`src/rtl/sb_pkg.sv`:
```
// sb_pkg: shared types and constants for the store buffer.
//   sb_entry_t  - one buffered store {pc, word address, lane-aligned data, byte enables}
//   SB_LANES    - byte lanes per data word
//   SB_DEPTH    - default number of buffer entries
package sb_pkg;

  localparam int SB_DEPTH = 4;
  localparam int SB_LANES = 4;

  typedef struct packed {
    logic [31:0]         pc;
    logic [29:0]         waddr;
    logic [31:0]         data;
    logic [SB_LANES-1:0] be;
  } sb_entry_t;

endpackage

```
`src/rtl/sb_fwd_merge.sv`:
```
// sb_fwd_merge: combinational store-to-load forwarding.
// Every byte lane of the loaded word comes from the youngest valid buffered
// store that hits the same word address with that lane enabled. Lanes with
// no such store come from the data memory read data.
// Ports:
//   entries_i  - buffer entry array
//   valid_i    - per-entry valid mask
//   head_i     - index of the oldest entry (defines age order)
//   ld_waddr_i - load word address (byte address [31:2])
//   dm_rd_i    - data memory read data
//   ld_data_o  - merged load word
module sb_fwd_merge
  import sb_pkg::*;
#(
  parameter int DEPTH = SB_DEPTH
) (
  input  sb_entry_t                  entries_i [DEPTH],
  input  logic [DEPTH-1:0]           valid_i,
  input  logic [$clog2(DEPTH)-1:0]   head_i,
  input  logic [29:0]                ld_waddr_i,
  input  logic [31:0]                dm_rd_i,
  output logic [31:0]                ld_data_o
);

  localparam int PW = $clog2(DEPTH);

  logic [PW-1:0] idx;
  logic          unused_pc;

  // Walk oldest to youngest so later hits overwrite earlier ones.
  always_comb begin
    ld_data_o = dm_rd_i;
    idx       = '0;
    for (int k = 0; k < DEPTH; k++) begin
      idx = head_i + PW'(k);
      if (valid_i[idx] && (entries_i[idx].waddr == ld_waddr_i)) begin
        for (int b = 0; b < SB_LANES; b++) begin
          if (entries_i[idx].be[b]) begin
            ld_data_o[8*b +: 8] = entries_i[idx].data[8*b +: 8];
          end
        end
      end
    end
  end

  always_comb begin
    unused_pc = 1'b0;
    for (int i = 0; i < DEPTH; i++) begin
      unused_pc = unused_pc ^ (^entries_i[i].pc);
    end
  end

endmodule

```
`src/rtl/store_buffer.sv`:
```
// store_buffer: FIFO of committed stores in front of the data memory.
// Drains one store per cycle into the DM write port whenever no load needs
// the port, or unconditionally when full (a full buffer stalls the load so
// the pipeline cannot starve the drain). Loads read DM through this block
// with newer buffered bytes merged in.
// Ports:
//   clk, reset                       - clock, async active-low reset
//   st_valid/st_ready, st_pc,
//   st_addr, st_wdata, st_be         - store enqueue interface
//   ld_valid, ld_addr, ld_stall,
//   ld_data                          - load interface (combinational data)
//   dm_addr, dm_we, dm_wd, dm_be,
//   dm_pc, dm_rd                     - data memory port
//   sb_empty                         - no buffered stores
module store_buffer
  import sb_pkg::*;
#(
  parameter int DEPTH = SB_DEPTH
) (
  input  logic        clk,
  input  logic        reset,
  input  logic        st_valid,
  output logic        st_ready,
  input  logic [31:0] st_pc,
  input  logic [31:0] st_addr,
  input  logic [31:0] st_wdata,
  input  logic [3:0]  st_be,
  input  logic        ld_valid,
  input  logic [31:0] ld_addr,
  output logic        ld_stall,
  output logic [31:0] ld_data,
  output logic [31:0] dm_addr,
  output logic        dm_we,
  output logic [31:0] dm_wd,
  output logic [3:0]  dm_be,
  output logic [31:0] dm_pc,
  input  logic [31:0] dm_rd,
  output logic        sb_empty
);

  localparam int PW = $clog2(DEPTH);
  localparam int CW = PW + 1;

  sb_entry_t        entries_q [DEPTH];
  logic [PW-1:0]    head_q, head_d;
  logic [PW-1:0]    tail_q, tail_d;
  logic [CW-1:0]    count_q, count_d;

  logic             full;
  logic             enq;
  logic             drain;
  sb_entry_t        head_e;
  logic [PW-1:0]    age [DEPTH];
  logic [DEPTH-1:0] valid;
  logic             unused_st_lsb;

  assign full     = (count_q == CW'(DEPTH));
  assign st_ready = !full;
  assign enq      = st_valid && st_ready;
  assign drain    = (count_q != '0) && (!ld_valid || full);
  assign sb_empty = (count_q == '0);
  assign ld_stall = ld_valid && full;
  assign head_e   = entries_q[head_q];

  assign unused_st_lsb = ^st_addr[1:0];

  // Entry i is live when its distance from head is below the occupancy.
  always_comb begin
    for (int i = 0; i < DEPTH; i++) begin
      age[i]   = PW'(i) - head_q;
      valid[i] = ({1'b0, age[i]} < count_q);
    end
  end

  always_comb begin
    head_d  = head_q;
    tail_d  = tail_q;
    count_d = count_q;
    if (drain) head_d = head_q + PW'(1);
    if (enq)   tail_d = tail_q + PW'(1);
    count_d = count_q + CW'(enq) - CW'(drain);
  end

  always_comb begin
    dm_we   = drain;
    dm_addr = drain ? {head_e.waddr, 2'b00} : ld_addr;
    dm_be   = drain ? head_e.be : 4'h0;
    dm_wd   = head_e.data;
    dm_pc   = head_e.pc;
  end

  always_ff @(posedge clk or negedge reset) begin
    if (!reset) begin
      head_q  <= '0;
      tail_q  <= '0;
      count_q <= '0;
    end else begin
      head_q  <= head_d;
      tail_q  <= tail_d;
      count_q <= count_d;
    end
  end

  always_ff @(posedge clk or negedge reset) begin
    if (!reset) begin
      for (int i = 0; i < DEPTH; i++) begin
        entries_q[i] <= '0;
      end
    end else if (enq) begin
      entries_q[tail_q] <= '{pc: st_pc, waddr: st_addr[31:2], data: st_wdata, be: st_be};
    end
  end

  // Forwarding sees only registered entries, so a same-cycle enqueue is invisible.
  sb_fwd_merge #(
    .DEPTH(DEPTH)
  ) u_fwd_merge (
    .entries_i  (entries_q),
    .valid_i    (valid),
    .head_i     (head_q),
    .ld_waddr_i (ld_addr[31:2]),
    .dm_rd_i    (dm_rd),
    .ld_data_o  (ld_data)
  );

endmodule
```
`config.mk`:
```
export PLATFORM = sky130hd
export DESIGN_NAME = store_buffer
export DESIGN_NICKNAME = d
export VERILOG_FILES = /design/src/rtl/sb_pkg.sv /design/src/rtl/sb_fwd_merge.sv /design/src/rtl/store_buffer.sv
export SDC_FILE = /design/constraint.sdc
export NUM_CORES = 1
export LEC_CHECK = 0
export BUFFER_PORTS_ARGS = -buffer_cell sky130_fd_sc_hd__buf_4
export CAP_MARGIN = 10
export CELL_PAD_IN_SITES_DETAIL_PLACEMENT = 2
export CELL_PAD_IN_SITES_GLOBAL_PLACEMENT = 2
export CORE_MARGIN = 5
export CORE_UTILIZATION = 41
export DETAILED_ROUTE_END_ITERATION = 16
export PLACE_DENSITY = 0.81
export SYNTH_ARGS = -nofsm -noshare
export SYNTH_HDL_FRONTEND = slang
export SYNTH_SLANG_ARGS = --single-unit
```
`constraint.sdc`:
```
create_clock -name clk -period 8.9 [get_ports clk]
set_input_delay 2.225 -clock clk [delete_from_list [all_inputs] [get_ports clk]]
set_output_delay 2.225 -clock clk [all_outputs]
set_load 0.005 [all_outputs]
```
=== After elaboration in Yosys (flattened, before gate mapping) ===
Cells that the tools add are included.

* Bits in registers: 399
* Bits of input ports: 168
* Output and inout bits: 136
* Logic and storage cells: 111

* $add $sub $neg: 10
* Magnitude comparators: 14
* Equal/unequal tests: 5
* Muxes and demuxes: 45
* Bitwise operators: 5
* Reduce and logical (&&, ||, !) cells: 13

{| class="wikitable"
|+ Operators by type and width
! operator !! count
|-
| $bmux W98 S2 || 4
|-
| $mux W66 || 6
|-
| $bwmux W392 || 1
|-
| $mux W98 || 3
|-
| $demux W98 S2 || 1
|-
| $mux W32 || 5
|-
| $mux W8 || 16
|-
| $eq A30 B30 Y1 || 4
|-
| $ge A3 B3 Y1 const B || 5
|-
| $not A2 Y3 || 5
|-
| $lt A2 B3 Y1 || 4
|-
| $lt A2 B3 Y1 const B || 4
|-
| $bmux W1 S2 || 4
|-
| $logic_and A1 B1 Y1 || 8
|-
| $add A2 B1 Y2 const B || 2
|-
| $add A2 B2 Y2 const B || 2
|-
| $mux W1 || 4
|-
| $mux W4 || 1
|-
| $sub A1 B2 Y2 const A || 2
|-
| $sub A2 B2 Y2 const A || 2
|-
| $add A3 B1 Y3 || 1
|-
| $eq A3 B3 Y1 const B || 1
|-
| $logic_not A3 Y1 || 1
|-
| $lt A3 B1 Y1 const B || 1
|-
| 4 further kinds || 5
|}

=== Longest topological paths before layout ===
* Depth after elaboration: 13
* Gate-level depth with buffers: 25
* Depth with buffers taken out: 11

=== Hierarchy ===
A second synthesis with hierarchy kept.

* Cells, all modules: 2213
* Area total of the unflattened synthesis: 27252.4 um^2

{| class="wikitable"
|+ By module, submodules not included
! module !! times used !! cells each !! area each (um^2) !! seq. area each (um^2)
|-
| store_buffer || 1 || 1042 || 17908.4 || 9984.6
|-
| sb_fwd_merge || 1 || 1171 || 9344.0 || 0.0
|}

=== Worst setup path before layout ===
Ideal clock, no wire load.

* Kind: reg-to-output
* Start: register head_q[1]
* End: output port ld_data[11]
* Data arrival time: 4.904 ns
* Required time: 6.675 ns
* Setup slack: 1.771 ns
* Stages on the path, launching flop included: 22
* Path buffers: 11
* Cell sequence: dfrtp_1 -> buf_2 -> buf_6 -> buf_4 -> buf_4 -> buf_4 -> buf_4 -> buf_2 -> buf_2 -> buf_2 -> buf_2 -> buf_1 -> xnor2_1 -> inv_1 -> ha_1 -> a21oi_1 -> mux4_2 -> o221ai_1 -> nor4_4 -> a32oi_2 -> o21ai_0 -> o21ai_0

* Cells in the longest elaborated chain, start to end: 13
* Elaborated cells on any way between the ends: 51
* Classes of those cells: add/sub (7); order compare (4); eq/ne (4); mux (28); bitwise (4); reduce/logical (4)

{| class="wikitable"
|+ Ends and longest elaborated chain
! element !! RTL line !! RTL
|-
| start: declaration || store_buffer.sv:45 || <nowiki>logic [PW-1:0] head_q, head_d;</nowiki>
|-
| start signal: assignment || store_buffer.sv:94 || <nowiki>head_q <= '0;</nowiki>
|-
| start signal: assignment || store_buffer.sv:98 || <nowiki>head_q <= head_d;</nowiki>
|-
| parallel branches: the longest is 12 deep, another holds $lt A2 B3 Y1 || n/a ||
|-
| $mux W32 * || sb_fwd_merge.sv:36 || <nowiki>if (valid_i[idx] && (entries_i[idx].waddr == ld_waddr_i)) begin</nowiki>
|-
| end: declaration || store_buffer.sv:31 || <nowiki>output logic [31:0] ld_data,</nowiki>
|}

Mark *: on every way between the ends. The select of a mux whose other input is x is not followed.

=== Final worst setup path ===
* Start: input port ld_addr[7]
* End: output port ld_data[23]

* Cells in the longest elaborated chain, start to end: 9
* Elaborated cells on any way between the ends: 15
* Classes of those cells: eq/ne (4); mux (7); reduce/logical (4)

{| class="wikitable"
|+ Ends and longest elaborated chain
! element !! RTL line !! RTL
|-
| start: declaration || store_buffer.sv:29 || <nowiki>input logic [31:0] ld_addr,</nowiki>
|-
| $eq A30 B30 Y1 || sb_fwd_merge.sv:36 ||
|-
| $logic_and A1 B1 Y1 || sb_fwd_merge.sv:36 ||
|-
| $mux W32 || sb_fwd_merge.sv:36 ||
|-
| $mux W8 || sb_fwd_merge.sv:38 || <nowiki>if (entries_i[idx].be[b]) begin</nowiki>
|-
| $mux W32 || sb_fwd_merge.sv:36 ||
|-
| $mux W8 || sb_fwd_merge.sv:38 ||
|-
| $mux W32 || sb_fwd_merge.sv:36 ||
|-
| $mux W8 || sb_fwd_merge.sv:38 ||
|-
| $mux W32 * || sb_fwd_merge.sv:36 ||
|}

Mark *: on every way between the ends. The rest lies on a longest branch, timed or not.

==> summary.md <==
| Metric | Value |
|---|---|
| Die width | 261.4 um |
| Critical setup path kind | input pin to output port |
| Cell Area, Synth | 25910 um^2 |
| Area of the core | 62850 um^2 |
| Most instantiated cells after synthesis | mux2_2, dfrtp_1, mux4_2, nand2_1, mux2i_1 |
| Post-synthesis sequential area ratio | 38.54% |
| Peak supply drop | 0.3073 mV |
| Max_slew headroom | 25.14% |
| First drt pass iteration count | 5 |
| Worst flop-to-flop path endpoint | count_q[2]$_DFF_PN0_ |
| Fin crit share | 89.94% |
| Fin. Hold Viols | 0 |
| Global route overflow | 0 |
| Layout cell share with drive strength beyond 1 | 48.94% |
| Fin nets | 2363 |
| Port Buffers | 301 |
| P_leak | 12.42 nW |
| WP data required | 6.68 ns |
| Core Util, Final | 48.60% |
| Min-delay src | entries_q[190]$_DFFE_PN0P_ |
| CP max FO | 18 |
| Wire per inst | 29.13 um |
| Post CTS Setup Buffer Count | 0 |
| Hold path depth | 1 |
| Clock Skew | 0.02455 ns |
| Setup TNS | 0 ns |
| CP top delay family | compound AO/OA/AOI/OAI gates |
| Flops & latches, synth | 399 |
| CP max stage delay | 0.64 ns |
| Worst Hold Endpoint | entries_q[190]$_DFFE_PN0P_ |
| Distinct cells, synth | 59 |
| Ranking of synthesized cells by area | dfrtp_1, mux4_2, mux2_2 |
| Initial antenna violation count | 10 |
| Reg-to-reg slack, setup | 5.18 ns |
| Min Tclk post-route | 8.005 ns |
| Initial core utilization | 41.22% |
| Vias in the first global route | 21647 |
| CP max stage cell | nor4_1 |
| Async set-reset flop share out of synthesis | 100.0% |
| GP Congestion | 0.8716 |
| Met1 Track Usage GR | 31.16% |
| Hold-fix buffers, CTS | 0 |
| Filler cells | 6075 |
| Hpwl dp | 60980 um |
| Via count | 18950 |
| Die area | 68320 um^2 |
| Rows | 92 |
| Finish-stage setup viols | 0 |
| Largest net degree at the start of global routing | 192 |
| Max cap viols | 0 |
| Crit end category | output port |
| PD cells | 446.9 nW/um^2 |
| Clk sinks | 399 |
| Dominant synthesized flop cell | dfrtp_1 |
| Synth top area share | 38.54% |
| Mapped Cells | 1967 |
| Hold/Removal Path Class | register to register |
| Gr usage total | 25.88% |
| Worst r2r src | count_q[2]$_DFF_PN0_ |
| Outcome | finished, final reports clean |
| First-pass GRT wire length | 136700 um |
| CP startpoint kind | input pin |
| Die H | 261.4 um |
| Routing usage on met2 | 45.61% |
| CP bufs+invs | 3 |
| RSZ-0062 raised after global routing | false |
| Crit-path cells | buf_4 > xnor2_1 > nand4_1 > nor4_1 > o2111ai_4 > buf_4 > o32ai_1 > o21bai_1 > a21oi_1 > buf_4 |
| Reg2Reg Depth | 11 |
| Synth warn | 0 |
| Clk_lat worst skew | 0.60 ns |
| Slew @ Worst Pin | 1.123 ns |
| Clk buf depth | 3 |
| Final wirelength | 89610 um |
| CTS resizes | 0 |
| Worst setup path startpoint | ld_addr[7] |
| Largest area contributor in the netlist | dfrtp_1 |
| Most frequent CP cell | buf_4 |
| Clk root buf | clkbuf_16 |
| Synthesized net count | 2146 |
| Max-slew violations | 0 |
| Vias per Instance | 6.161 |
| M3 GR Usage | 5.611% |
| Area Overhead vs Synth | 17.89% |
| Final antenna-violating net count | 0 |
| GR peak layer | met2 |
| EDFF count, synth | 0 |
| CTS tree | done |
| Top Ports | 304 |
| Initial detailed-routing violation count | 1097 |
| Synthesized area per cell | 13.17 um^2 |
| Max Clock Freq | 124.9 MHz |
| Worst-path clk slew | 0.06 ns |
| Inserted Clock Buffers | 49 |
| H-tree depth | 2 |
| Residual DRC | 0 |
| Crit path arrival time | 5.78 ns |
| Most common cell in the netlist | mux2_2 |
-- per-layer routing --
metal  up-vias  wire length (um)  part of all wire (%)
met5         -                57                 0.064
li1       8009                 -                     -
met3       176              5425                   6.1
met1     10180             34660                    39
met4         8              3387                   3.8
met2       577             46080                    51
-- through the flow --
| step | cells | setup slack, ns | power, mW | cell area [um^2] | hold slack (ns) |
|---|---|---|---|---|---|
| global placement | 2979 | 1.262 | 10.88 | 28800 | 0.4804 |
| detailed placement | 2979 | 1.165 | 11.42 | 28800 | 0.4903 |
| finish | 3076 | 0.8953 | 13.65 | 30540 | 0.5015 |
| global route | 3074 | 0.8435 | 14.42 | 30540 | 0.5149 |
| CTS | 3071 | 1.100 | 13.74 | 30530 | 0.5040 |
| floorplan | 1967 | 1.771 | 8.728 | 25910 | 0.4739 |
-- placed cells by master, fill, tap and decap left out, types with 29 or more instances in the layout --
cell type,n
buf_4,336
clkbuf_16,49
dfrtp_1,397
mux2_2,413
mux2i_1,114
mux4_2,226
nand2_1,119
nor2_1,40
o21ai_0,34
o21ai_1,29
xnor2_1,104
-- worst max-delay path by stage --
stage,end,slack [ns],cells past startpoint
finish,ld_data[23],0.90,10
global route,ld_data[23],0.84,10
CTS,ld_data[23],1.10,10
detailed placement,ld_data[24],1.17,10
global placement,ld_data[29],1.26,10
floorplan,ld_data[11],1.77,21
-- cell type report --
| type | instances | area, um^2 | area share, % |
|---|---|---|---|
| antenna | 5 | 12.51 | 0.04096 |
| clock inverter | 23 | 275.3 | 0.9012 |
| sequential | 399 | 9992 | 32.71 |
| inverter | 21 | 78.83 | 0.2581 |
| timing repair buffer | 341 | 2618 | 8.570 |
| clock buffer | 69 | 1461 | 4.785 |
| multi-input combinational | 1372 | 15050 | 49.27 |
| tap | 846 | 1059 | 3.466 |
-- state kept, by name (all words and copies together) (netlist names) --
register and count:
entries_q 392, count_q 3, head_q 2, tail_q 2
-- kinds of logic (layout without fill, tap and decap cells) --
group	count (synthesis)	after routing	synth area share, %
muxes	753	753	42.00
DFF	399	399	38.54
and+or+nand+nor	297	297	5.901
buffers and inverters	196	454	3.598
AOI/OAI and AO/OA	181	181	5.008
xor gates and xnor gates	130	130	4.395
adders and majority gates	11	11	0.5602
other	0	5	0
-- worst register-to-register path: cells and delay by family (launching register included) --
kind | cells | cell delay, ns
buffers and inverters | 4 | 0.56
flip-flops | 1 | 0.59
adder cells (fa/ha/maj) | 3 | 0.92
AND/OR/NAND/NOR | 2 | 1.23
XOR/XNOR | 2 | 0.30
-- power by group --
part	internal [mW]	switching (mW)	total, mW
clock	1.30	0.851	2.15
combinational	4.08	3.60	7.68
sequential	2.76	1.06	3.82
total	8.13	5.52	13.6
Note: power is estimated with default switching activity, not from simulation.
